$ cat config.mk
export PLATFORM = sky130hd
export DESIGN_NAME = recovery_ctrl
export DESIGN_NICKNAME = d
export VERILOG_FILES = /design/src/rtl/recovery_pkg.sv /design/src/rtl/recovery_ctrl_rr_arbiter.sv /design/src/rtl/recovery_ctrl.sv
export SDC_FILE = /design/constraint.sdc
export NUM_CORES = 1
export LEC_CHECK = 0
export ABC_AREA = 0
export BUFFER_PORTS_ARGS = -buffer_cell sky130_fd_sc_hd__buf_2
export CAP_MARGIN = 20
export CORE_MARGIN = 2
export CORE_UTILIZATION = 54
export DETAILED_ROUTE_END_ITERATION = 10
export PLACE_DENSITY = 0.83
export SETUP_SLACK_MARGIN = 0.2
export SYNTH_ARGS = -nofsm -noshare
export SYNTH_HDL_FRONTEND = slang
export SYNTH_SLANG_ARGS = --single-unit
$ cat constraint.sdc
create_clock -name clk_i -period 1.6 [get_ports clk_i]
set_input_delay 0.24 -clock clk_i [delete_from_list [all_inputs] [get_ports clk_i]]
set_output_delay 0.24 -clock clk_i [all_outputs]
set_load 0.05 [all_outputs]
$ cat src/rtl/recovery_pkg.sv
// recovery_pkg
// Shared definitions for the multi-core error-recovery controller:
//   - state_e   : recovery FSM states, shared by the controller and its bench
//   - selWidth  : width of a core index for a given core count (at least 1)
//   - cntWidth  : width of a counter that must hold the values 0 .. n-1
package recovery_pkg;

  typedef enum logic [2:0] {
    IDLE      = 3'd0,
    RESET     = 3'd1,
    HALT      = 3'd2,
    HALT_WAIT = 3'd3,
    WORK_SPC  = 3'd4,
    WORK_SGPR = 3'd5,
    DONE      = 3'd6,
    FAIL      = 3'd7
  } state_e;

  // A single core still needs a 1-bit select so that port widths stay legal.
  function automatic int selWidth(input int numCores);
    return (numCores <= 1) ? 1 : $clog2(numCores);
  endfunction

  // Counter able to represent 0 .. n-1, never narrower than one bit.
  function automatic int cntWidth(input int n);
    return (n <= 2) ? 1 : $clog2(n);
  endfunction

endpackage

$ cat src/rtl/recovery_ctrl_rr_arbiter.sv
// rr_arbiter
// Purely combinational round-robin arbiter. It grants the first requesting
// index strictly after the last-served index, wrapping around, so the
// last-served core is considered last.
// Ports:
//   req_i        in   NUM_CORES  request vector (pending recoveries)
//   last_i       in   SEL_W      index served most recently
//   grant_o      out  NUM_CORES  one-hot grant, all zero when nothing requests
//   grant_idx_o  out  SEL_W      binary index of the granted request
module rr_arbiter
  import recovery_pkg::*;
#(
  parameter int NUM_CORES = 2
) (
  input  logic [NUM_CORES-1:0]           req_i,
  input  logic [selWidth(NUM_CORES)-1:0] last_i,
  output logic [NUM_CORES-1:0]           grant_o,
  output logic [selWidth(NUM_CORES)-1:0] grant_idx_o
);

  localparam int SEL_W = selWidth(NUM_CORES);

  // Walk the candidates in priority order starting one past the last-served
  // index; the final candidate visited is the last-served index itself.
  always_comb begin
    logic             found;
    int               cand;
    logic [SEL_W-1:0] candIdx;
    found       = 1'b0;
    cand        = 0;
    candIdx     = '0;
    grant_o     = '0;
    grant_idx_o = '0;
    for (int i = 1; i <= NUM_CORES; i++) begin
      cand    = (int'(last_i) + i) % NUM_CORES;
      candIdx = SEL_W'(cand);
      if (!found && req_i[candIdx]) begin
        found            = 1'b1;
        grant_o[candIdx] = 1'b1;
        grant_idx_o      = candIdx;
      end
    end
  end

endmodule

$ cat src/rtl/recovery_ctrl.sv
// recovery_ctrl
// Multi-core error-recovery controller. Error reports from NUM_CORES cores are
// latched as pending; one core per episode is chosen round-robin, reset,
// halted, has its shadow PC and shadow GPRs replayed into it, and is resumed.
// A missing halt acknowledge triggers bounded retries, after which the core
// is marked failed (sticky) and its further errors are ignored.
// Ports:
//   clk_i           in   1           clock, rising edge
//   rst_i           in   1           asynchronous active-high reset
//   error_i         in   NUM_CORES   per-core error strobe/level
//   halted_i        in   NUM_CORES   per-core halt acknowledge
//   reset_o         out  NUM_CORES   per-core reset, active-low (1 = run)
//   halt_o          out  NUM_CORES   per-core halt request
//   resume_o        out  NUM_CORES   per-core resume pulse
//   shift_o         out  1           shadow-register shift/freeze enable
//   we_spc_o        out  1           shadow-PC write-back enable
//   we_sgpr_o       out  1           shadow-GPR write-back enable
//   replay_addr_o   out  ADDR_WIDTH  GPR write-back address
//   core_sel_o      out  SEL_W       core under recovery
//   busy_o          out  1           high whenever the FSM is not idle
//   fail_o          out  NUM_CORES   sticky per-core failed flag
//   recovery_cnt_o  out  8           completed recoveries, saturating at 255
module recovery_ctrl
  import recovery_pkg::*;
#(
  parameter int ADDR_WIDTH   = 5,
  parameter int NUM_CORES    = 2,
  parameter int HALT_TIMEOUT = 64,
  parameter int MAX_RETRY    = 3
) (
  input  logic                           clk_i,
  input  logic                           rst_i,
  input  logic [NUM_CORES-1:0]           error_i,
  input  logic [NUM_CORES-1:0]           halted_i,
  output logic [NUM_CORES-1:0]           reset_o,
  output logic [NUM_CORES-1:0]           halt_o,
  output logic [NUM_CORES-1:0]           resume_o,
  output logic                           shift_o,
  output logic                           we_spc_o,
  output logic                           we_sgpr_o,
  output logic [ADDR_WIDTH-1:0]          replay_addr_o,
  output logic [selWidth(NUM_CORES)-1:0] core_sel_o,
  output logic                           busy_o,
  output logic [NUM_CORES-1:0]           fail_o,
  output logic [7:0]                     recovery_cnt_o
);

  localparam int SEL_W = selWidth(NUM_CORES);
  localparam int TO_W  = cntWidth(HALT_TIMEOUT);
  localparam int RT_W  = cntWidth(MAX_RETRY + 1);

  localparam logic [TO_W-1:0] TO_LAST = TO_W'(HALT_TIMEOUT - 1);
  localparam logic [RT_W-1:0] RT_MAX  = RT_W'(MAX_RETRY);

  state_e                 state_q,   state_d;
  logic [SEL_W-1:0]       coreSel_q, coreSel_d;
  logic [SEL_W-1:0]       rrPtr_q,   rrPtr_d;
  logic [RT_W-1:0]        retry_q,   retry_d;
  logic [TO_W-1:0]        toCnt_q,   toCnt_d;
  logic [ADDR_WIDTH-1:0]  iter_q,    iter_d;
  logic [NUM_CORES-1:0]   pending_q, pending_d;
  logic [NUM_CORES-1:0]   fail_q,    fail_d;
  logic [7:0]             recCnt_q,  recCnt_d;
  logic [NUM_CORES-1:0]   clr;
  logic [NUM_CORES-1:0]   grant;
  logic [SEL_W-1:0]       grantIdx;

  rr_arbiter #(
    .NUM_CORES (NUM_CORES)
  ) uArbiter (
    .req_i       (pending_q),
    .last_i      (rrPtr_q),
    .grant_o     (grant),
    .grant_idx_o (grantIdx)
  );

  // All controller state lives here; reset puts the controller back to an
  // idle, nothing-pending, nothing-failed condition regardless of the clock.
  always_ff @(posedge clk_i or posedge rst_i) begin
    if (rst_i) begin
      state_q   <= IDLE;
      coreSel_q <= '0;
      rrPtr_q   <= '0;
      retry_q   <= '0;
      toCnt_q   <= '0;
      iter_q    <= '0;
      pending_q <= '0;
      fail_q    <= '0;
      recCnt_q  <= '0;
    end else begin
      state_q   <= state_d;
      coreSel_q <= coreSel_d;
      rrPtr_q   <= rrPtr_d;
      retry_q   <= retry_d;
      toCnt_q   <= toCnt_d;
      iter_q    <= iter_d;
      pending_q <= pending_d;
      fail_q    <= fail_d;
      recCnt_q  <= recCnt_d;
    end
  end

  // Next-state logic for the recovery episode. The pending latch is updated
  // every cycle; the served core's bit is cleared in DONE or FAIL, but a new
  // error arriving in that same cycle wins so the report is not lost.
  always_comb begin
    state_d   = state_q;
    coreSel_d = coreSel_q;
    rrPtr_d   = rrPtr_q;
    retry_d   = retry_q;
    toCnt_d   = toCnt_q;
    iter_d    = iter_q;
    fail_d    = fail_q;
    recCnt_d  = recCnt_q;
    clr       = '0;

    case (state_q)
      IDLE: begin
        if (|grant) begin
          coreSel_d = grantIdx;
          retry_d   = '0;
          state_d   = RESET;
        end
      end
      RESET: state_d = HALT;
      HALT: begin
        toCnt_d = '0;
        state_d = HALT_WAIT;
      end
      HALT_WAIT: begin
        toCnt_d = toCnt_q + 1'b1;
        // An acknowledge on the final timeout cycle still counts as success.
        if (halted_i[coreSel_q]) begin
          state_d = WORK_SPC;
        end else if (toCnt_q == TO_LAST) begin
          if (retry_q < RT_MAX) begin
            retry_d = retry_q + 1'b1;
            state_d = RESET;
          end else begin
            state_d = FAIL;
          end
        end
      end
      WORK_SPC: begin
        iter_d  = '0;
        state_d = WORK_SGPR;
      end
      WORK_SGPR: begin
        iter_d = iter_q + 1'b1;
        if (iter_q == '1) state_d = DONE;
      end
      DONE: begin
        if (recCnt_q != 8'hFF) recCnt_d = recCnt_q + 8'd1;
        rrPtr_d          = coreSel_q;
        clr[coreSel_q]   = 1'b1;
        state_d          = IDLE;
      end
      FAIL: begin
        fail_d[coreSel_q] = 1'b1;
        clr[coreSel_q]    = 1'b1;
        state_d           = IDLE;
      end
      default: state_d = IDLE;
    endcase

    pending_d = (pending_q & ~clr) | (error_i & ~fail_q);
  end

  // Moore output decode: only the selected core's bit of each per-core
  // vector ever leaves its idle value.
  always_comb begin
    reset_o       = '1;
    halt_o        = '0;
    resume_o      = '0;
    shift_o       = 1'b0;
    we_spc_o      = 1'b0;
    we_sgpr_o     = 1'b0;
    replay_addr_o = '0;
    case (state_q)
      RESET: reset_o[coreSel_q] = 1'b0;
      HALT: begin
        halt_o[coreSel_q] = 1'b1;
        shift_o           = 1'b1;
      end
      HALT_WAIT: shift_o = 1'b1;
      WORK_SPC: begin
        we_spc_o = 1'b1;
        shift_o  = 1'b1;
      end
      WORK_SGPR: begin
        we_sgpr_o     = 1'b1;
        replay_addr_o = iter_q;
      end
      DONE: resume_o[coreSel_q] = 1'b1;
      default: ;
    endcase
  end

  assign core_sel_o     = coreSel_q;
  assign busy_o         = (state_q != IDLE);
  assign fail_o         = fail_q;
  assign recovery_cnt_o = recCnt_q;

endmodule

# After elaboration in Yosys (flattened, before gate mapping)
# Cells that the tools add are included.
[totals] input_bits=6 rom_bits=0 register_bits=30 wordCells=101 latch_bits=0 mem_count=0 ram_bits=0
[classes] div=0 mul=0 eq_ne=16 n_addsub=6 n_mux=38 bitwise=8 shift=0 order_cmp=7 n_reduce_logical=17
[ops] op="$pmux 3 s7" count=1
[ops] op="$mux 2" count=10
[ops] op="$mux 1" count=15
[ops] op="$mux 3" count=5
[ops] op="$eq 3x3->1 const B" count=4
[ops] op="$pmux 6 s2" count=1
[ops] op="$ne 2x2->1 const B" count=5
[ops] op="$pmux 5 s2" count=1
[ops] op="$add 8x1->8 const B" count=1
[ops] op="$ne 8x8->1 const B" count=1
[ops] op="$add 6x1->6 const B" count=1
[ops] op="$eq 3x2->1 const B" count=2
[ops] op="$eq 6x6->1 const B" count=1
[ops] op="$lt 1x2->1 const B" count=3
[ops] op="$not 2->2" count=3
[ops] op="$or 2x2->2" count=3
[ops] op="$reduce_bool 2->1" count=3
[ops] op="$add 5x1->5 const B" count=1
[ops] op="$eq 5x5->1 const B" count=1
[ops] op="$mux 5" count=1
[ops] op="$reduce_and 5->1" count=1
[ops] op="$and 2x2->2" count=2
[ops] op="$logic_and 1x1->1" count=4
[ops] op="$pmux 2 s2" count=1
[ops] op="14 further kinds" count=21

# Depth between registers and ports, before layout
[logic_depth] depth_word=11 depth_mapped=6

# Cells and area by module
# A second synthesis with hierarchy kept.
[unflattened] cells_unflattened=170 area_unflattened_um2=1637.8
[by_module_without_submodules] mod="recovery_ctrl" cells_each=166 instances=1 seq_area_each_um2=750.7 area_each_um2=1611.5
[by_module_without_submodules] mod="rr_arbiter" cells_each=4 instances=1 seq_area_each_um2=0.0 area_each_um2=26.3

# Worst setup path after synthesis
# OpenSTA, ideal clock, no wires.
[synth_path] kind="register to output" start="register coreSel_q, in the netlist core_sel_o" end="output port halt_o[1]" arrival_ns=2.156 path_stages_with_launch=3 path_slack_ns=-0.796 path_buffers=1 required_time_ns=1.360 path_cell_list="dfrtp_1 clkbuf_1 nor3b_1"
[synth_between] elab_chain_len=5
[synth_lines] item="start, declared" line="recovery_ctrl.sv:56" text="logic [SEL_W-1:0] coreSel_q, coreSel_d;"
[synth_lines] item="start signal, assigned" line="recovery_ctrl.sv:92" text="coreSel_q <= coreSel_d;"
[synth_lines] item="$lt 1x2->1 (implied by the code) or $ge 1x1->1 (tied branches)" line="recovery_ctrl.sv:182" text="halt_o[coreSel_q] = 1'b1;"
[synth_lines] item="$logic_and 1x1->1 (implied by the code)" line="recovery_ctrl.sv:182"
[synth_lines] item="$mux 1 (implied by the code)" line="recovery_ctrl.sv:182"
[synth_lines] item="$demux 1 s1 (*)" line="recovery_ctrl.sv:182"
[synth_lines] item="$mux 2 (*)" line="recovery_ctrl.sv:179" text="case (state_q)"
[synth_lines] item="end, declared" line="recovery_ctrl.sv:36" text="output logic [NUM_CORES-1:0] halt_o,"
# Every way passes the cells marked *; elsewhere a longest branch is shown, timed or not.

# Worst setup path in the final report
[layout_path] start="register state_q[0]" end="output port reset_o[0]"
[layout_between] elab_chain_len=2
[layout_lines] item="start, declared" line="recovery_ctrl.sv:55" text="state_e state_q, state_d;"
[layout_lines] item="start signal, assigned" line="recovery_ctrl.sv:91" text="state_q <= state_d;"
[layout_lines] item="$eq 3x1->1" line="recovery_ctrl.sv:179"
[layout_lines] item="$mux 2" line="recovery_ctrl.sv:179"
[layout_lines] item="end, declared" line="recovery_ctrl.sv:35" text="output logic [NUM_CORES-1:0] reset_o,"
# Every way passes these cells.

==> reports/results.ini <==
[drt]
wl_um=7250
drt_first_pass_iters=8
drtIter0Drc=173
dr_total_vias=1898
drcViolationCount=0
routed_via_density=6.83
ant_nets=0
routedWlPerCell_um=26.1

[clock_tree]
clock_latency_ns=0.38
cts_num_sinks=30
clk_pin_slew_ns=0.13
cts_tree=done
cts_root_buf=clkbuf_4
clock_path_buffers=2
tritoncts.num_buffers=5
htreeDepth=2

[floorplanning]
core_um2=3000
die_h_um=59.9
dieArea_um2=3590
initial_core_util=0.562
die_width_um=59.9
io_pins=32
rows=20

[final_layout]
final_common_cell=buf_4
register_area_um2=766
area_growth_pct=65.0
fillers=89
drive_gt1_frac=0.620
n_antenna_cell=0
design_area_um2=2790
nets=255
multi_input_area_um2=1130
layout_common_cells=buf_4 (31), buf_6 (23), dfrtp_1 (18)

[power_and_ir_drop]
irDropWorstVdd_uv=1660
powerDensity_nw_per_um2=2030
p_leak_nw=1.26
total_power_mw=5.66

[grt]
grt_pass1_wl_um=8290
antenna_found_initial=0
grt_pass1_vias=1654
grt_usage=0.322
grt_max_degree=31
grt-ovfl-total=0

[timing]
timing.hold.ws_ns=0.126
setup_ws_ns=-0.183
maxSlewHeadroom=0.728
fin_crit_sh=1.11
max_freq_mhz=561
rsz0062_at_grt=yes
slew_violations=0
worst_slew_pin_slew_ns=0.408
post-route-min-period_ns=1.78
finalSetupViolCount=16
hold_violations=0
skew_ns=0.0339

[placement]
gp_congestion=0.799
dpl_cell_area_um2=2030
hpwl_um=2660
io_buffers=31

[setup_path]
worstPathArrival_ns=1.54
r2r_cells=5
path_class=reg2out
r2r-start=state_q[0]
worstPathRequired_ns=1.36
critPathCaptureType=output port
cp_max_fo=6
cp-start-kind=flip-flop
startpoint=state_q[0]

[synth]
yosysUniqueCellTypes=46
synth_edf_count=0
ys_top_cells_by_area=dfrtp_1 (44%), mux2_2 (4.0%), ha_1 (3.7%)
syn_area_um2=1690
avgSynthCellArea_um2=10.2
synth_flop_cell=dfrtp_1
yosysWarnings=0
synthCells=166
ys_seq_area_frac=0.444
synth_seq_cells=30
synth_top_cell_by_area=dfrtp_1
async_reset_ff_frac=1.00
synthesis.nets=177
synth_top_cell_area_share=0.444

[worst_hold_path]
hold_start=error_i[0]
min_path_type=in2reg
min_path_cells=3

[run_status]
violations=negative setup slack
status=complete, but fails checks

[run]
maxCapViolations=0

## routing by layer
layer	track usage	part of all wire	vias to the layer above
li1	-	-	762
met1	0.387	0.34	881
met2	0.547	0.48	182
met3	0.0931	0.097	73
met4	0.117	0.081	0
met5	0	0	-
## critical path, cell delays in order (launching register included)
cell	delay [ns]
dfrtp_2	0.46
buf_6	0.13
nand2b_4	0.06
or3_4	0.36
buf_8	0.16
## layout make-up
cell class | count | share of cell area
Clock inverter | 2 | 0.00449
Clock buffer | 6 | 0.0184
Inverter | 6 | 0.00808
Sequential cell | 30 | 0.275
Multi-Input combinational cell | 119 | 0.407
Tap cell | 33 | 0.0148
Timing Repair Buffer | 82 | 0.273
## Yosys cell counts, drive strengths merged, types with 2 or more instances
| cell | number |
|---|---|
| clkbuf | 3 |
| buf | 8 |
| nand3b | 3 |
| o21ai | 10 |
| nor2 | 5 |
| inv | 6 |
| mux2i | 4 |
| nand2b | 6 |
| nand4 | 3 |
| ha | 5 |
| dfrtp | 30 |
| nor3 | 5 |
| and3 | 3 |
| a31oi | 2 |
| mux2 | 10 |
| a21oi | 3 |
| nor3b | 4 |
| and2 | 6 |
| and3b | 2 |
| a22o | 6 |
| xnor2 | 2 |
| nand3 | 9 |
| nand2 | 14 |
## logic make-up (layout without fill, tap and decap cells)
family | count (synthesis) | after routing | synth area share
AO/OA/AOI/OAI | 31 | 31 | 0.129
XOR/XNOR | 3 | 3 | 0.0156
adder cells (fa/ha/maj) | 5 | 5 | 0.0370
buffers and inverters | 17 | 96 | 0.0504
flip-flops | 30 | 30 | 0.444
multiplexers | 14 | 14 | 0.0926
AND/OR/NAND/NOR | 66 | 66 | 0.231
## registers in the layout, summed over array words and instances, names as in the netlist
register / count
toCnt_q: 6
retry_q: 2
rrPtr_q: 1
state_q: 3
fail_o: 2
pending_q: 2
core_sel_o: 1
iter_q: 5
recovery_cnt_o: 8
## per-stage QoR
| stage | setup WS (ns) | std cells | utilization | TNS (ns) |
|---|---|---|---|---|
| 5_1_grt | -0.199 | 278 | 0.928 | -2.41 |
| 3_5_place_dp | 0.0822 | 232 | 0.677 | 0 |
| 3_3_place_gp | 0.133 | 232 | 0.677 | 0 |
| 2_1_floorplan | 0.0857 | 166 | - | 0 |
| 6_report | -0.183 | 278 | 0.928 | -1.70 |
| 4_1_cts | -0.114 | 267 | 0.843 | -0.815 |
## worst paths after layout
check,slack (ns),end
setup / recovery,-0.18,reset_o[0]
hold reg to reg,0.53,fail_o[1]
max in group asynchronous,0.77,state_q[2]
setup reg to reg,-0.03,recovery_cnt_o[4]
hold / removal,0.13,pending_q[0]
min in group asynchronous,0.48,recovery_cnt_o[6]
## report_power, final
part	internal [mW]	switching [mW]	total, mW
logic	1.65	2.03	3.68
clock network	0.211	0.318	0.529
registers	1.03	0.422	1.45
## what timing repair did
item,4_1_cts,5_1_grt
endpoints found under the hold margin,30,0
setup buffers,26,11
pin swaps,10,10
gates resized for setup,64,41
setup endpoints to repair,27,32
hold buffers,1,0
No activity file was read; power rests on OpenSTA's default activity.
